[src/rtl/apb_bus_arbiter.sv]
// Two-requester round-robin front end for a single APB master request port.
// One outstanding transfer, latched command, watchdog abort for hung slaves.
`timescale 1ns/1ps
module apb_bus_arbiter #(
   parameter int unsigned ADDR_W  = 32,
   parameter int unsigned DATA_W  = 32,
   parameter int unsigned TIMEOUT = 16
) (
   input  logic              PCLK,
   input  logic              PRESET,
   input  logic              req0_transfer,
   input  logic              req0_write,
   input  logic [ADDR_W-1:0] req0_addr,
   input  logic [DATA_W-1:0] req0_wdata,
   output logic [DATA_W-1:0] req0_rdata,
   output logic              req0_ready,
   output logic              req0_err,
   input  logic              req1_transfer,
   input  logic              req1_write,
   input  logic [ADDR_W-1:0] req1_addr,
   input  logic [DATA_W-1:0] req1_wdata,
   output logic [DATA_W-1:0] req1_rdata,
   output logic              req1_ready,
   output logic              req1_err,
   output logic              m_transfer,
   output logic              m_write,
   output logic [ADDR_W-1:0] m_addr,
   output logic [DATA_W-1:0] m_wdata,
   input  logic [DATA_W-1:0] m_rdata,
   input  logic              m_ready,
   output logic              m_abort
);

   localparam int unsigned WD_W = (TIMEOUT > 0) ? $clog2(TIMEOUT + 1) : 1;

   typedef enum logic [1:0] {IDLE, ISSUE, WAIT, DONE} state_t;

   state_t            state_q, state_d;
   logic              ptr_q, ptr_d;     // requester that wins a tie
   logic              gnt_q, gnt_d;
   logic [1:0]        mask_q, mask_d;   // requester completed last cycle
   logic [WD_W-1:0]   wd_q, wd_d;

   logic              m_transfer_q, m_transfer_d;
   logic              m_write_q, m_write_d;
   logic [ADDR_W-1:0] m_addr_q, m_addr_d;
   logic [DATA_W-1:0] m_wdata_q, m_wdata_d;
   logic              m_abort_q, m_abort_d;
   logic [DATA_W-1:0] req0_rdata_q, req0_rdata_d;
   logic [DATA_W-1:0] req1_rdata_q, req1_rdata_d;
   logic              req0_ready_q, req0_ready_d;
   logic              req1_ready_q, req1_ready_d;
   logic              req0_err_q, req0_err_d;
   logic              req1_err_q, req1_err_d;

   logic [1:0]        elig_c;
   logic              pick_c;
   logic [WD_W-1:0]   wd_inc_c;
   logic              wd_exp_c;

   // Next-state and registered-output computation
   always_comb begin
      state_d      = state_q;
      ptr_d        = ptr_q;
      gnt_d        = gnt_q;
      mask_d       = 2'b00;
      wd_d         = wd_q;
      m_transfer_d = 1'b0;
      m_write_d    = m_write_q;
      m_addr_d     = m_addr_q;
      m_wdata_d    = m_wdata_q;
      m_abort_d    = 1'b0;
      req0_rdata_d = req0_rdata_q;
      req1_rdata_d = req1_rdata_q;
      req0_ready_d = 1'b0;
      req1_ready_d = 1'b0;
      req0_err_d   = 1'b0;
      req1_err_d   = 1'b0;

      elig_c   = {req1_transfer, req0_transfer} & ~mask_q;
      pick_c   = (elig_c == 2'b11) ? ptr_q : elig_c[1];
      wd_inc_c = wd_q + WD_W'(1);
      wd_exp_c = (TIMEOUT != 0) && (wd_inc_c == WD_W'(TIMEOUT));

      case (state_q)
         IDLE: begin
            if (elig_c != 2'b00) begin
               gnt_d        = pick_c;
               m_transfer_d = 1'b1;
               m_write_d    = pick_c ? req1_write : req0_write;
               m_addr_d     = pick_c ? req1_addr  : req0_addr;
               m_wdata_d    = pick_c ? req1_wdata : req0_wdata;
               state_d      = ISSUE;
            end
         end
         ISSUE: begin
            wd_d    = '0;
            state_d = WAIT;
         end
         WAIT: begin
            // A late m_ready still beats the watchdog in the same cycle
            if (m_ready) begin
               state_d = DONE;
               if (gnt_q) begin
                  req1_ready_d = 1'b1;
                  if (!m_write_q) req1_rdata_d = m_rdata;
               end else begin
                  req0_ready_d = 1'b1;
                  if (!m_write_q) req0_rdata_d = m_rdata;
               end
            end else begin
               if (TIMEOUT != 0) wd_d = wd_inc_c;
               if (wd_exp_c) begin
                  state_d    = DONE;
                  m_abort_d  = 1'b1;
                  req0_err_d = ~gnt_q;
                  req1_err_d = gnt_q;
               end
            end
         end
         DONE: begin
            ptr_d   = ~gnt_q;
            mask_d  = gnt_q ? 2'b10 : 2'b01;
            state_d = IDLE;
         end
         default: state_d = IDLE;
      endcase
   end

   always_ff @(posedge PCLK or negedge PRESET) begin
      if (!PRESET) begin
         state_q      <= IDLE;
         ptr_q        <= 1'b0;
         gnt_q        <= 1'b0;
         mask_q       <= 2'b00;
         wd_q         <= '0;
         m_transfer_q <= 1'b0;
         m_write_q    <= 1'b0;
         m_addr_q     <= '0;
         m_wdata_q    <= '0;
         m_abort_q    <= 1'b0;
         req0_rdata_q <= '0;
         req1_rdata_q <= '0;
         req0_ready_q <= 1'b0;
         req1_ready_q <= 1'b0;
         req0_err_q   <= 1'b0;
         req1_err_q   <= 1'b0;
      end else begin
         state_q      <= state_d;
         ptr_q        <= ptr_d;
         gnt_q        <= gnt_d;
         mask_q       <= mask_d;
         wd_q         <= wd_d;
         m_transfer_q <= m_transfer_d;
         m_write_q    <= m_write_d;
         m_addr_q     <= m_addr_d;
         m_wdata_q    <= m_wdata_d;
         m_abort_q    <= m_abort_d;
         req0_rdata_q <= req0_rdata_d;
         req1_rdata_q <= req1_rdata_d;
         req0_ready_q <= req0_ready_d;
         req1_ready_q <= req1_ready_d;
         req0_err_q   <= req0_err_d;
         req1_err_q   <= req1_err_d;
      end
   end

   assign m_transfer = m_transfer_q;
   assign m_write    = m_write_q;
   assign m_addr     = m_addr_q;
   assign m_wdata    = m_wdata_q;
   assign m_abort    = m_abort_q;
   assign req0_rdata = req0_rdata_q;
   assign req1_rdata = req1_rdata_q;
   assign req0_ready = req0_ready_q;
   assign req1_ready = req1_ready_q;
   assign req0_err   = req0_err_q;
   assign req1_err   = req1_err_q;

endmodule

[config.mk]
export PLATFORM = sky130hd
export DESIGN_NAME = apb_bus_arbiter
export DESIGN_NICKNAME = d
export VERILOG_FILES = /design/src/rtl/apb_bus_arbiter.sv
export SDC_FILE = /design/constraint.sdc
export NUM_CORES = 1
export LEC_CHECK = 0
export BUFFER_PORTS_ARGS = -buffer_cell sky130_fd_sc_hd__buf_4
export CAP_MARGIN = 20
export CORE_UTILIZATION = 45
export DETAILED_ROUTE_END_ITERATION = 12
export PLACE_DENSITY = 0.77
export SLEW_MARGIN = 40
export SYNTH_ARGS = -nofsm -noshare
export SYNTH_HDL_FRONTEND = slang
export SYNTH_SLANG_ARGS = --single-unit
[constraint.sdc]
create_clock -name PCLK -period 2.2 [get_ports PCLK]
set_input_delay 0.44 -clock PCLK [delete_from_list [all_inputs] [get_ports PCLK]]
set_output_delay 0.44 -clock PCLK [all_outputs]
set_load 0.02 [all_outputs]
======== After elaboration in Yosys (flattened, before gate mapping) ========
Cells that the tools add are included.
operators by class
  $add $sub $neg .......................... 1
  equal/unequal tests ..................... 8
  multiplexer cells ....................... 29
  bitwise gates (word level) .............. 4
  reductions and logical operators ........ 8
operators by type and width
  cell                                                                   count
  32-bit two-way mux                                                     2
  1-bit two-way mux                                                      19
  2-bit two-way mux                                                      5
  5-bit one-hot mux with 2 select lines                                  1
  2-bit one-hot mux with 4 select lines                                  1
  4-bit AND reduction                                                    2
  2-bit equality test, second input constant                             3
  2-bit AND reduction                                                    3
  5-bit by 1-bit adder with 5-bit output, second input constant          1
  5-bit equality test, second input constant                             1
  5-bit two-way mux                                                      1
  2-bit inequality test, second input constant                           2
  2-bit nonzero test                                                     2
  3-bit inequality test, second input constant                           1
  2-bit AND                                                              1
  2-bit by 1-bit equality test with 1-bit output, second input constant  1
  2-bit zero test                                                        1
  1-bit inverter                                                         2
  2-bit inverter                                                         1
word-level totals
  flip-flop bits (word level) ............. 146
  input bits .............................. 167
  output and inout bits ................... 135

======== Logic depth before layout (Yosys ltp) ========
  depth in word-level cells ............... 5
  mapped depth ............................ 8
  gate-level depth less buffers ........... 6

======== Least setup slack after synthesis ========
OpenSTA, ideal clock, no wires.
  kind .................................... reg-to-reg
  start point ............................. register state_q[0]
  end point ............................... register req0_rdata_q[10], in the netlist req0_rdata[10]
  arrival time ............................ 1.675 ns
  required time ........................... 2.075 ns
  slack ................................... 0.400 ns
  stages on the path, launching flop included .. 8
  buffers on the path ..................... 2
  period minus slack after synthesis ...... 1.800 ns
  path through ............................ dfrtp_1 -> inv_1 -> ha_1 -> buf_2 -> nand2_1 -> nor3_2 -> buf_4 -> mux2_2
between the ends
  word-level cells in the longest chain between the ends .. 2
ends and longest elaborated chain
  item                           line  text
  start: declaration             38    state_t state_q, state_d;
  start signal: assignment       149   state_q <= state_d;
  2-bit equality test            85    case (state_q)
  4-bit AND reduction (no line)  -
  end signal: assignment         159   req0_rdata_q <= req0_rdata_d;
  end: declaration               49    logic [DATA_W-1:0] req0_rdata_q, req0_rdata_d;
Every way passes these cells.
A chain may end at the register's enable or synchronous reset.

======== Worst setup path after layout ========
  start point ............................. register state_q[0]
  end point ............................... register req0_rdata_q[8], in the netlist req0_rdata[8]
The elaborated chain is that of the path after synthesis.

==> impl_results.md <==
- Status: complete, no violations
- Mapped Cells: 498
- Initial antenna violation count: 1
- Async S/R FF share, synth: 1.00
- I/O pin count: 302
- DR WL/cell: 17.5 um
- Die area: 14700 sq um
- Synth area leaders: dfrtp_1 57%, mux2i_1 10%, mux2_4 7.1%
- Routed vias: 4901
- Final worst clock skew: 0.00795 ns
- Top-count cell post-synth: dfrtp_1
- Sw Share: 0.379
- WP data required: 2.49 ns
- Peak supply drop: 721 uV
- RSZ-0062 raised after global routing: false
- Biggest cell delay along the critical path: 0.41 ns
- Grt total ovfl: 0
- Worst Path Max Fanout: 32
- Combinational power share: 0.462
- Critical-path top delay cell: dfrtp_1
- CP Launch Type: register
- TritonCTS clock tree: built
- Top cells by count, synth: 146 x dfrtp_1, 69 x nand2_1, 66 x mux2i_1, 64 x o21ai_1, 33 x mux2_2
- # clock sinks: 146
- Initial Util: 0.460
- Detailed Routing Iterations Pass 1: 4
- CP endpoint kind: register
- Vias in the first global route: 5165
- Hold Violations, Final: 0
- Drt total wl: 17400 um
- Synthesis Warnings: 0
- Fin crit share: 0.898
- CTS buffer count: 17
- Mapped Area: 6380 sq um
- Power Dens Cells: 1510 nW/um^2
- # Post-CTS Setup Buffers: 0
- Share of layout cells above drive strength 1: 0.510
- Number of synthesized register bits: 146
- Synth area leader: dfrtp_1
- Layout area overhead: 48.3%
- Pleak: 4.86 nW
- Max-cap viol count: 0
- Netlist cell types: 43
- Internal power consumption: 8.89 mW
- Final TNS setup: 0 ns
- EDFF count, synth: 0
- Slew margin rel.: 0.701
- Fmax: 0.506 GHz
- Clock Power Share: 0.205
- CTS HTree Levels: 4
- Die W: 121 um
- GP Congestion: 0.822
- Layout net count: 972
- Measured slew at the worst slew-check pin: 0.448 ns
- Period minus WS final: 1.97 ns
- Min-delay worst type: input pin to register
- Sequential power share: 0.333
- Cell Chain, Critical Path: inv_1, ha_1, nand2_1, nor3_4, buf_12, mux2_2
- Share of the synthesized area in the top cell type: 0.573
- Reg clk slew, reported paths: 0.06 ns
- IO buf count: 301
- Filler cell count in the final layout: 1017
- Switching power: 5.42 mW
- HPWL Detailed: 13000 um
- Largest net degree at the start of global routing: 84
- Crit path kind: register to register
- Root Buffer Master: clkbuf_16
- Arr. time, crit path: 2.27 ns
- Worst-Skew Late Latency: 0.42 ns
- Final ANT Viol Nets: 0
- Avg Synthesized Cell Area: 12.8 sq um
- Worst Hold Margin: 0.259 ns
- Core Region: 13900 sq um
- Floorplan row count: 43
- Synthesized Nets: 672
- Total track usage: 0.245
- CTS max path bufs: 2
- Final setup vio count: 0
- First-pass GRT wire length: 27100 um
- Primary FF master, synth: dfrtp_1
- Max Slew Vio Count: 0
- DRT iter0 DRCs: 197
- Die height: 121 um
- Drt drc: 0
- Seq/Total Area, Yosys: 0.573
- Via density per instance: 4.94
-- logic make-up after synthesis --
| family | after synthesis | synth area share |
|---|---|---|
| and+or+nand+nor | 98 | 0.0708 |
| xor gates and xnor gates | 1 | 0.00255 |
| muxes | 132 | 0.238 |
| adders and majority gates | 7 | 0.0137 |
| buffers and inverters | 36 | 0.0349 |
| AOI/OAI and AO/OA | 78 | 0.0677 |
| DFF | 146 | 0.573 |
-- registers in the layout (all words and copies together), names as in the netlist --
register	flops
gnt_q	1
m_abort	1
m_addr	32
m_transfer	1
m_wdata	32
m_write	1
mask_q	2
ptr_q	1
req0_err	1
req0_rdata	32
req0_ready	1
req1_err	1
req1_rdata	32
req1_ready	1
state_q	2
wd_q	5
-- worst paths after layout --
kind                        startpoint        endpoint  slack [ns]  cells past startpoint
max                         state_q[0]   req0_rdata[8]        0.23                      6
min                        m_rdata[22]  req1_rdata[22]        0.26                      2
max reg2reg                 state_q[0]   req0_rdata[8]        0.23                      6
min reg2reg                 m_addr[16]      m_addr[16]        0.48                      2
max in group asynchronous       PRESET  req0_rdata[28]        1.06                      3
min in group asynchronous       PRESET   req0_rdata[2]        0.53                      2
-- routing by layer --
metal | global-route usage | up-vias | part of all wire
li1 | - | 2323 | -
met1 | 0.288 | 2341 | 0.39
met3 | 0.0794 | 28 | 0.087
met4 | 0.109 | 0 | 0.029
met5 | 0 | - | 0
met2 | 0.409 | 209 | 0.50
-- repair_timing --
item	4_1_cts	5_1_grt
hold buffers	1	0
endpoints found under the hold margin	45	0
resized for setup	0	0
-- power by group through the flow --
stage / sequential, mW / combinational, mW / clock [mW]
2_1_floorplan: 6.08 / 2.48 / 0
5_1_grt: 4.92 / 7.11 / 3.11
6_report: 4.76 / 6.62 / 2.94
3_5_place_dp: 4.77 / 6.67 / 0
4_1_cts: 4.76 / 6.68 / 2.99
3_3_place_gp: 4.71 / 6.49 / 0
-- layout make-up --
cell class                      instances  area (sq um)  area share
Clock buffer                           19           443      0.0468
Tap cell                              180           225      0.0238
Clock inverter                         13           160      0.0169
Inverter                                6          22.5     0.00238
Sequential cell                       146          3650       0.386
Timing Repair Buffer                  311          2430       0.257
Multi-Input combinational cell        316          2530       0.267
Antenna cell                            1          2.50    0.000264
-- cell usage in the layout (no fill, tap or decap), types with 2 or more instances in the layout --
| master | count |
|---|---|
| nor2_1 | 4 |
| buf_12 | 7 |
| and3_1 | 2 |
| dfrtp_1 | 146 |
| nor2b_1 | 2 |
| nand4_1 | 2 |
| nand2_1 | 69 |
| bufinv_16 | 3 |
| inv_1 | 6 |
| mux2_4 | 30 |
| a21oi_1 | 2 |
| a22o_1 | 2 |
| clkbuf_16 | 17 |
| mux2_2 | 33 |
| and2b_1 | 2 |
| mux2_1 | 3 |
| nand2b_1 | 2 |
| ha_1 | 7 |
| nand3_1 | 2 |
| and2_1 | 2 |
| clkinv_2 | 3 |
| o22ai_1 | 2 |
| o21ai_0 | 2 |
| mux2i_1 | 66 |
| buf_4 | 302 |
| clkinvlp_4 | 5 |
| o21ai_1 | 64 |
-- through the flow --
stage	util	cells	power, mW	worst slack, ns	area [sq um]
6_report	0.682	992	14.3	0.225	9460
3_3_place_gp	0.637	958	11.2	0.344	8850
4_1_cts	0.682	991	14.4	0.203	9460
2_1_floorplan	-	498	8.56	0.400	6380
3_5_place_dp	0.637	958	11.4	0.214	8850
5_1_grt	0.682	992	15.1	0.0545	9460
-- worst max-delay path: cells and delay by family (launching register included) --
family,cells,cell delay (ns)
buffers and inverters,2,0.38
flip-flops,1,0.41
multiplexers,1,0.37
AND/OR/NAND/NOR,2,0.36
adder cells (fa/ha/maj),1,0.33
(Power assumes the default switching activity.)
